[src/rtl/axi_wr_slave_buf.sv]
`default_nettype none
// +------------------------------------------------------------------------+
// | Module   : axi_wr_slave_buf                                            |
// | Purpose  : AXI3 write slave. Takes one burst at a time (AW then W),    |
// |            buffers beats in a FIFO, forwards each beat to a device     |
// |            with a generated per-beat address, returns one B response.  |
// | Options  : AXI_WR_WRAP_EN - enables WRAP bursts; when undefined WRAP   |
// |            is rejected like the reserved burst type.                   |
// | Revision : 1.0 - initial parametrised release                          |
// +------------------------------------------------------------------------+
module axi_wr_slave_buf #(
  parameter int DATA_W     = 32,
  parameter int ADDR_W     = 32,
  parameter int ID_W       = 4,
  parameter int FIFO_DEPTH = 4
) (
  input  logic                ACLK,
  input  logic                ARESETn,
  input  logic [ID_W-1:0]     AWID,
  input  logic [ADDR_W-1:0]   AWADDR,
  input  logic [3:0]          AWLEN,
  input  logic [2:0]          AWSIZE,
  input  logic [1:0]          AWBURST,
  input  logic                AWVALID,
  output logic                AWREADY,
  input  logic [DATA_W-1:0]   WDATA,
  input  logic [DATA_W/8-1:0] WSTRB,
  input  logic                WLAST,
  input  logic                WVALID,
  output logic                WREADY,
  output logic [ID_W-1:0]     BID,
  output logic [1:0]          BRESP,
  output logic                BVALID,
  input  logic                BREADY,
  output logic [ADDR_W-1:0]   dev_addr,
  output logic [DATA_W-1:0]   dev_data,
  output logic [DATA_W/8-1:0] dev_strb,
  output logic                dev_valid,
  input  logic                dev_ready
);

  localparam int STRB_W   = DATA_W / 8;
  localparam int MAX_SIZE = $clog2(STRB_W);
  localparam int PTR_W    = $clog2(FIFO_DEPTH);
  localparam int CNT_W    = PTR_W + 1;

  localparam logic [1:0] BURST_FIXED = 2'b00;
  localparam logic [1:0] BURST_WRAP  = 2'b10;
  localparam logic [1:0] BURST_RSVD  = 2'b11;

  typedef enum logic [1:0] {
    S_IDLE = 2'd0,
    S_DATA = 2'd1,
    S_RESP = 2'd2
  } state_t;

  state_t              state_q, state_d;
  logic                awready_q, awready_d;
  logic [ID_W-1:0]     id_q, id_d;
  logic [ADDR_W-1:0]   addr_q, addr_d;
  logic [3:0]          len_q, len_d;
  logic [2:0]          size_q, size_d;
  logic [1:0]          burst_q, burst_d;
  logic [3:0]          beat_q, beat_d;
  logic                err_q, err_d;       // reported in BRESP
  logic                drop_q, drop_d;     // burst rejected at AW: discard beats
  logic                over_q, over_d;     // beat LEN went by without WLAST
  logic                w_done_q, w_done_d;

  logic [DATA_W-1:0]   data_mem_q [FIFO_DEPTH];
  logic [STRB_W-1:0]   strb_mem_q [FIFO_DEPTH];
  logic [PTR_W-1:0]    wptr_q, wptr_d, rptr_q, rptr_d;
  logic [CNT_W-1:0]    cnt_q, cnt_d;

  logic                fifo_full, fifo_empty;
  logic                aw_hs, w_hs, dev_hs, push;
  logic                wready_int;
  logic                aw_err;
  logic [ADDR_W-1:0]   addr_step, addr_adv, addr_next;
`ifdef AXI_WR_WRAP_EN
  logic [ADDR_W-1:0]   wrap_mask;
`endif

  // Legality checks on the incoming AW request.
  always_comb begin
    aw_err = 1'b0;
    if (AWSIZE > 3'(MAX_SIZE)) aw_err = 1'b1;
    if (AWBURST == BURST_RSVD) aw_err = 1'b1;
`ifdef AXI_WR_WRAP_EN
    if (AWBURST == BURST_WRAP) begin
      if (AWLEN != 4'd1 && AWLEN != 4'd3 && AWLEN != 4'd7 && AWLEN != 4'd15) aw_err = 1'b1;
      if ((AWADDR & ((ADDR_W'(1) << AWSIZE) - ADDR_W'(1))) != '0) aw_err = 1'b1;
    end
`else
    if (AWBURST == BURST_WRAP) aw_err = 1'b1;
`endif
  end

  // Handshakes and FIFO occupancy/pointer update.
  always_comb begin
    fifo_full  = (cnt_q == CNT_W'(FIFO_DEPTH));
    fifo_empty = (cnt_q == '0);
    aw_hs      = awready_q && AWVALID;
    wready_int = (state_q == S_DATA) && !fifo_full && !w_done_q;
    w_hs       = WVALID && wready_int;
    dev_hs     = !fifo_empty && dev_ready;
    // Beats beyond LEN and beats of a rejected burst are swallowed.
    push       = w_hs && !drop_q && !over_q;
    wptr_d     = push   ? wptr_q + PTR_W'(1) : wptr_q;
    rptr_d     = dev_hs ? rptr_q + PTR_W'(1) : rptr_q;
    cnt_d      = cnt_q;
    if (push && !dev_hs) cnt_d = cnt_q + CNT_W'(1);
    if (!push && dev_hs) cnt_d = cnt_q - CNT_W'(1);
  end

  // Address of the beat after the one currently at the FIFO head.
  always_comb begin
    addr_step = ADDR_W'(1) << size_q;
    addr_adv  = addr_q + addr_step;
    addr_next = addr_adv;
`ifdef AXI_WR_WRAP_EN
    wrap_mask = (ADDR_W'({1'b0, len_q} + 5'd1) << size_q) - ADDR_W'(1);
`endif
    if (burst_q == BURST_FIXED) begin
      addr_next = addr_q;
    end
`ifdef AXI_WR_WRAP_EN
    else if (burst_q == BURST_WRAP) begin
      addr_next = (addr_q & ~wrap_mask) | (addr_adv & wrap_mask);
    end
`endif
  end

  // Burst FSM: capture AW, track W beats and protocol errors, issue B.
  always_comb begin
    state_d  = state_q;
    id_d     = id_q;
    addr_d   = dev_hs ? addr_next : addr_q;
    len_d    = len_q;
    size_d   = size_q;
    burst_d  = burst_q;
    beat_d   = beat_q;
    err_d    = err_q;
    drop_d   = drop_q;
    over_d   = over_q;
    w_done_d = w_done_q;
    case (state_q)
      S_IDLE: begin
        if (aw_hs) begin
          id_d     = AWID;
          addr_d   = AWADDR;
          len_d    = AWLEN;
          size_d   = AWSIZE;
          burst_d  = AWBURST;
          beat_d   = 4'd0;
          err_d    = aw_err;
          drop_d   = aw_err;
          over_d   = 1'b0;
          w_done_d = 1'b0;
          state_d  = S_DATA;
        end
      end
      S_DATA: begin
        if (w_hs) begin
          beat_d = beat_q + 4'd1;
          if (WLAST) begin
            w_done_d = 1'b1;
            if (!over_q && beat_q < len_q) err_d = 1'b1;
          end else if (!over_q && beat_q == len_q) begin
            over_d = 1'b1;
            err_d  = 1'b1;
          end
        end
        // Leave once input is complete and the last beat leaves this cycle.
        if (w_done_d && cnt_d == '0) state_d = S_RESP;
      end
      S_RESP: begin
        if (BREADY) state_d = S_IDLE;
      end
      default: state_d = S_IDLE;
    endcase
    awready_d = (state_d == S_IDLE);
  end

  // Control and FIFO bookkeeping registers.
  always_ff @(posedge ACLK) begin
    if (!ARESETn) begin
      state_q   <= S_IDLE;
      awready_q <= 1'b0;
      id_q      <= '0;
      addr_q    <= '0;
      len_q     <= '0;
      size_q    <= '0;
      burst_q   <= '0;
      beat_q    <= '0;
      err_q     <= 1'b0;
      drop_q    <= 1'b0;
      over_q    <= 1'b0;
      w_done_q  <= 1'b0;
      wptr_q    <= '0;
      rptr_q    <= '0;
      cnt_q     <= '0;
    end else begin
      state_q   <= state_d;
      awready_q <= awready_d;
      id_q      <= id_d;
      addr_q    <= addr_d;
      len_q     <= len_d;
      size_q    <= size_d;
      burst_q   <= burst_d;
      beat_q    <= beat_d;
      err_q     <= err_d;
      drop_q    <= drop_d;
      over_q    <= over_d;
      w_done_q  <= w_done_d;
      wptr_q    <= wptr_d;
      rptr_q    <= rptr_d;
      cnt_q     <= cnt_d;
    end
  end

  // FIFO storage; contents are only observed while the FIFO is non-empty.
  always_ff @(posedge ACLK) begin
    if (push) begin
      data_mem_q[wptr_q] <= WDATA;
      strb_mem_q[wptr_q] <= WSTRB;
    end
  end

  assign AWREADY   = awready_q;
  assign WREADY    = wready_int;
  assign BVALID    = (state_q == S_RESP);
  assign BID       = id_q;
  assign BRESP     = ((state_q == S_RESP) && err_q) ? 2'b10 : 2'b00;
  assign dev_valid = !fifo_empty;
  assign dev_addr  = addr_q;
  assign dev_data  = fifo_empty ? '0 : data_mem_q[rptr_q];
  assign dev_strb  = fifo_empty ? '0 : strb_mem_q[rptr_q];

endmodule
`default_nettype wire
[config.mk]
export PLATFORM = sky130hd
export DESIGN_NAME = axi_wr_slave_buf
export DESIGN_NICKNAME = d
export VERILOG_FILES = /design/src/rtl/axi_wr_slave_buf.sv
export SDC_FILE = /design/constraint.sdc
export NUM_CORES = 1
export LEC_CHECK = 0
export BUFFER_PORTS_ARGS = -buffer_cell sky130_fd_sc_hd__buf_2
export CAP_MARGIN = 0
export CORE_ASPECT_RATIO = 1.4
export CORE_MARGIN = 2
export CORE_UTILIZATION = 60
export CTS_BUF_LIST = sky130_fd_sc_hd__clkbuf_4 sky130_fd_sc_hd__clkbuf_8 sky130_fd_sc_hd__clkbuf_16
export DETAILED_ROUTE_END_ITERATION = 8
export MAX_ROUTING_LAYER = met4
export PLACE_DENSITY_LB_ADDON = 0.08
export SYNTH_ARGS = -nofsm -noshare
export SYNTH_HDL_FRONTEND = slang
export SYNTH_SLANG_ARGS = --single-unit
export TNS_END_PERCENT = 5
[constraint.sdc]
create_clock -name ACLK -period 5.05 [get_ports ACLK]
set_input_delay 0.2525 -clock ACLK [delete_from_list [all_inputs] [get_ports ACLK]]
set_output_delay 0.2525 -clock ACLK [all_outputs]
set_load 0.05 [all_outputs]
==> results of run 1 <==
## critical path, cell delays in order (launching register included)
cell       delay [ps]
dfxtp_1           460
nor3b_1           300
ha_1              340
a21oi_1           190
nand2_1            90
o2111ai_1         980
a211oi_1          240
xnor2_1           260
a21oi_1            90
## power by group
part | internal (W) | total (W) | switching [W]
registers | 0.00191 | 0.00202 | 0.000114
logic | 0.000560 | 0.00179 | 0.00123
clock network | 0.000824 | 0.00141 | 0.000588
total | 0.00329 | 0.00523 | 0.00194
## logic make-up after synthesis
group                    after synthesis  share of synthesized area
adder cells (fa/ha/maj)               21                    0.02977
multiplexers                          36                    0.08932
AND/OR/NAND/NOR                      214                     0.1230
buffers and inverters                 59                    0.02660
flip-flops                           209                     0.6197
other                                  1                  0.0004131
XOR/XNOR                              33                    0.03184
AO/OA/AOI/OAI                        120                    0.07940
## stage by stage
step           power (W)  area [um2]  utilization
6_report        0.005227       10970       0.7355
5_1_grt         0.005453       10970       0.7355
4_1_cts         0.005272       10970       0.7355
3_5_place_dp    0.003845       10010       0.6707
3_3_place_gp    0.003817       10010       0.6707
2_1_floorplan   0.003447        9077            -
## registers in the layout (all words and copies together) (netlist names), 2 cells and up, named ones only
| name | flops |
|---|---|
| strb_mem_q | 16 |
| data_mem_q | 128 |
| wptr_q | 2 |
| beat_q | 4 |
| dev_addr | 32 |
| rptr_q | 2 |
| BID | 4 |
| burst_q | 2 |
| state_q | 2 |
| cnt_q | 3 |
| len_q | 4 |
| size_q | 3 |
## layout by cell type (no fill, tap or decap), drive strengths merged, types with 29 or more instances in the layout
| cell | n |
|---|---|
| buf | 167 |
| edfxtp | 144 |
| dfxtp | 65 |
| nand2 | 63 |
| a21oi | 47 |
| and2 | 44 |
| nor2 | 41 |
| o21ai | 38 |
| mux4 | 36 |
| dlygate4sd3 | 34 |
| xnor2 | 29 |
## layer usage
layer  track usage  up-vias  wire [um]
met1        0.2893     2958       7447
met3       0.03528       24       1090
li1              -     2917          -
met5             -        -          0
met4       0.05897        0        264
met2        0.4425      209      10180
## final cells by class
cell class,instances,area [um2]
Clock buffer,24,548.0
Clock inverter,10,78.83
Fill cell,1013,3946
Inverter,20,75.07
Multi-Input combinational cell,425,3221
Sequential cell,209,5628
Tap cell,192,240.2
Timing Repair Buffer,201,1184
## worst max-delay path by stage
stage / to / slack [ps]
after global routing: dev_addr[15]$_SDFF_PN0_ / 1770
final: dev_addr[25]$_SDFF_PN0_ / 1960
after CTS: dev_addr[15]$_SDFF_PN0_ / 2020
after global placement: dev_addr[27]$_SDFF_PN0_ / 2210
after detailed placement: dev_addr[15]$_SDFF_PN0_ / 2020
after floorplan: dev_addr[28]$_SDFF_PN0_ / 2600
==> run metrics, run 1 <==
DP Worst Slack=2020 ps; Worst-Margin Slew=1210 ps; Min Hold Slack=15.45 ps; #FFs+latches synth=209; placed insts=slightly above 1000; RSZ-0062 raised after global routing=no; FF-to-FF Start=size_q[2]$_SDFFE_PN0P_; Routed WL per cell=17.56 um; top cell type by total area after synthesis=edfxtp_1; GRT Total Usage=0.2454; startpoint types=flip-flop; ANT nets after route=0; R2R Path End=dev_addr[25]$_SDFF_PN0_; clock skew=13.57 ps; final setup violation count=0; maxcap violations=0; outcome=complete, no violations; grt ovf=0; DR vias/cell=5.650; Worst EP required=5390 ps; final net count=986; Ant. Diodes=0; via count=6108; final wirelength=18980 um; Cell Count, Final, Fillers Out=1081; maximum clock path buffer count=3; vias in the first global route=approximately 6300; hold depth=3; syn nets=802; crit-path max FO=12; R2R setup slack=1960 ps; HP Start=AWLEN[3]; CTS tree=yes; top cells by count, synth=edfxtp_1 (144), dfxtp_1 (65), nand2_1 (62); Peak Freq=323.8 MHz; Netlist cell types=57; die width=108.0 um; DRC errors left=0; CTS sink cnt=209; Critical Path AT=3430 ps; Synth area leaders=edfxtp_1 (48%), dfxtp_1 (14%), mux4_2 (8.9%); largest net degree at the start of global routing=68; CP Class=flip-flop to flip-flop; initial core utilization=0.6084; clock root buffer=clkbuf_16; Tmin final=3088 ps; clock slew at reported path FFs=approximately 60 ps; top-count cell post-synth=edfxtp_1; Slew Limit Headroom=0.1927; worst hold-check path type=input port to flip-flop; Setup Fix Bufs, Post-CTS=0; dpl hpwl=approximately 13000 um; Final TNS setup=0 ps; initial antenna violation count=0; synthesized instance count=about 700; Skew-Pair Late Insertion Delay=480 ps; Num CTS Buffers=20; H-tree depth=1; TritonRoute pass-1 iters=5; most common flop cell mapped by yosys=edfxtp_1; Async SR Flop Fraction=0; Final Hold Viols=0; Pwr Density=476.3 mW/mm2; ratio of cells with drive above 1 in the final layout=0.2812; I/O pin cnt=166; VDD IR max=0.0003741 V; area grow syn2layout=20.90%; CP startpoint=size_q[2]$_SDFFE_PN0P_; Final period util=0.6115; Port Buf Inserts=164; Post-synth EDFFs=144; Synth Cell Area=0.009077 mm2; Leak=~4.0 nW; 1st-iter DRT viols=411; Placer Congestion=~0.83; Post-CTS Hold Fix Bufs=34; Hold Path Sink=len_q[3]$_SDFFE_PN0P_; core region area=around 0.015 mm2; Worst R2R Path Depth=8; Avg Cell Area, Syn=~13 um2; Worst setup EP type=flip-flop; Synth top area share=0.4764; Max Slew Vio Count=0; Cell Rows=53; first-pass GRT wire length=30460 um; Die H=149.5 um; total die area=around 0.016 mm2; post-CTS sizing=0; Seq/Total Area, Yosys=0.6197; Ys Warns=0; PnR worst setup slack=1962 ps
(Power assumes the default switching activity.)
==> run 2: changes to the inputs <==
- CORE_UTILIZATION: 60 -> 50
- clock period: 5.05 -> 2.65 ns (I/O delays scaled with it)
==> run 2 against run 1 <==
Effect of this change: critical path depth rose by 2; first-iteration DRC count fell by 18%; count of clock-buffer cells in the layout fell by 3; clock power rose by 140%; flip-flop and latch count did not move; hold slack improved by 15 ps; critical path type unchanged.
==> run metrics, run 2 (synthesized netlist as in run 1, its figures left out) <==
outcome=complete, no violations; register area=0.005629 mm2 (about the same); I/O pin cnt=166 (unchanged); HP Start=WVALID; maxcap violations=0 (unchanged); CP max-delay cell=or4_1; Slew Limit Headroom=0.6232 (+0.4304); die width=117.9 um (+9.2%); total power=0.01076 W (+110%); area grow syn2layout=32.16%; first-pass GRT wire length=32780 um (+7.6%); ANT nets after route=0 (unchanged); commonest non-fill, non-tap cell in the layout=buf_2; final setup violation count=0 (unchanged); maximum clock path buffer count=3 (unchanged); Routed WL per cell=17.01 um (-3.1%); CTS tree=yes; Placer Congestion=0.8760 (+5.2%); cell mode on critical path=buf_4; clock slew at reported path FFs=70 ps (about the same); total die area=0.01926 mm2 (+19%); Reg with most FFs=data_mem_q; combinational power share=0.340 (-0.003); R2R Path End=dev_addr[31]$_SDFF_PN0_; TritonRoute pass-1 iters=5 (unchanged); Final Hold Viols=0 (unchanged); DR vias/cell=5.387 (-4.7%); FILL cells=1332 (+31%); delay-heaviest family, CP=simple AND/OR/NAND/NOR gates; Min Hold Slack=30.69 ps (+15.24 ps); dpl hpwl=13320 um (+5.5%); worst hold-check path type=input port to flip-flop; Tmin final=2543 ps (-545.0 ps); Cell Rows=58 (+9.4%); Port Buf Inserts=164 (unchanged); R2R setup slack=110 ps (-1860 ps); 1st-iter DRT viols=335 (-18%); final wirelength=20550 um (+8.3%); H-tree depth=1 (unchanged); GRT Total Usage=0.2172 (-0.02812); Final Util=0.6720 (-0.06352); CP startpoint=size_q[0]$_SDFFE_PN0P_; clock root buffer=clkbuf_16; Worst setup EP type=flip-flop; Leak=4.450 nW (+10%); met2 Use GR=0.3901 (-0.05239); Final TNS setup=0 ps (unchanged); RSZ-0062 raised after global routing=yes; Ant. Diodes=0 (unchanged); CP Class=flip-flop to flip-flop; largest net degree at the start of global routing=38 (-44%); final net count=1062 (+7.7%); startpoint types=flip-flop; Worst R2R Path Depth=10 (+2); DRC errors left=0 (unchanged); sw frac=0.3611 (-0.009214); Final period util=0.9596 (+0.3481); initial core utilization=0.5085 (-0.09991); met3 Use GR=0.02654 (-0.008742); GRT Max-Usage Layer=met2; P_sw=0.003887 W (+100%); Skew-Pair Late Insertion Delay=500 ps (+20 ps); Pwr Density=897.3 mW/mm2 (+88%); Seq pwr share=0.350 (-0.037); hold depth=3 (unchanged); ratio of cells with drive above 1 in the final layout=0.2975 (+0.01631); CTS sink cnt=209 (unchanged); Int Pwr=0.006877 W (+110%); max reg flops=128 (unchanged); met1 Usage GRT=0.2553 (-0.03398); clock skew=14.46 ps (+0.8877 ps); Die H=163.4 um (+9.3%); Max Slew Vio Count=0 (unchanged); Worst EP required=3060 ps (-2330 ps); footprint of the multi-input gates=0.003262 mm2 (+1.3%); core region area=0.01785 mm2 (+20%); vias in the first global route=6653 (+6.0%); crit-path max FO=12 (unchanged); Num CTS Buffers=21 (+5.0%); initial antenna violation count=0 (unchanged); Peak Freq=393.2 MHz (+21%); grt ovf=0 (unchanged); sequence of cells on the critical path=buf_4, nor3b_1, ha_1, a21oi_1, nand2_1, o2111ai_1, buf_4, and2_1, or4_1, a31oi_1; Buf+Inv Stages, Crit Path=2 (+2); via count=6508 (+6.5%); most frequent cells in the layout=buf_2 (164), edfxtp_1 (144), dlygate4sd3_1 (82); Crit path largest cell delay=460 ps (-520 ps); Critical Path AT=2960 ps (-470 ps); FF-to-FF Start=size_q[0]$_SDFFE_PN0P_; clock power share=0.310 (+0.040); VDD IR max=0.0004680 V (+25%); Worst-Margin Slew=564.6 ps (-645.1 ps); Hold Path Sink=w_done_q$_SDFFE_PN0P_
-- run 2: metrics by stage --
stage	worst slack, ps	cell area [um2]	instances
global placement	-156.3	10330	1085
finish	107.0	12000	1208
CTS	67.60	11950	1205
detailed placement	-222.6	10330	1085
global route	-25.46	12000	1208
floorplan	195.6	9077	693
-- run 2: repair_timing --
item | CTS | global route
resized for setup | 1 | 4
pin swaps | 0 | 2
setup buffers | 0 | 2
setup endpoints to repair | 12 | 11
hold buffers | 82 | 0
hold endpoints to repair | 191 | 0
gates cloned | 0 | 1
-- run 2: area by class of cell --
| cell class | instances | area share |
|---|---|---|
| clock inverter | 17 | 0.02253 |
| timing repair buffer | 275 | 0.1612 |
| multi-input combinational | 426 | 0.2719 |
| tap | 240 | 0.02503 |
| inverter | 20 | 0.006258 |
| sequential | 209 | 0.4692 |
| clock buffer | 21 | 0.04380 |
-- run 2: worst max path at each step --
stage / to / slack, ps / cells past startpoint
2_1_floorplan: dev_addr[28]$_SDFF_PN0_ / 200 / 10
6_report: dev_addr[31]$_SDFF_PN0_ / 110 / 10
4_1_cts: dev_addr[12]$_SDFF_PN0_ / 70 / 8
5_1_grt: dev_addr[31]$_SDFF_PN0_ / -30 / 10
3_5_place_dp: dev_addr[12]$_SDFF_PN0_ / -220 / 8
3_3_place_gp: dev_addr[12]$_SDFF_PN0_ / -160 / 10
-- run 2: per-layer routing --
metal | wire (um) | vias up
li1 | - | 3075
met1 | 8092 | 3177
met2 | 10850 | 220
met3 | 1061 | 36
met4 | 552 | 0
met5 | 0 | -
-- run 2: worst reg2reg max path, delay by kind of cell, from the launching register on --
kind	cells	cell delay [ps]
flip-flops	1	370
adder cells (fa/ha/maj)	1	410
buffers and inverters	2	380
AO/OA/AOI/OAI	3	370
AND/OR/NAND/NOR	4	940
-- run 2: power groups by stage --
stage | Clock, W | Sequential, W | Combinational, W
final | 0.00334 | 0.00377 | 0.00366
after global routing | 0.00354 | 0.00379 | 0.00389
after CTS | 0.00341 | 0.00377 | 0.00370
after detailed placement | 0 | 0.00384 | 0.00360
after global placement | 0 | 0.00383 | 0.00355
after floorplan | 0 | 0.00397 | 0.00260
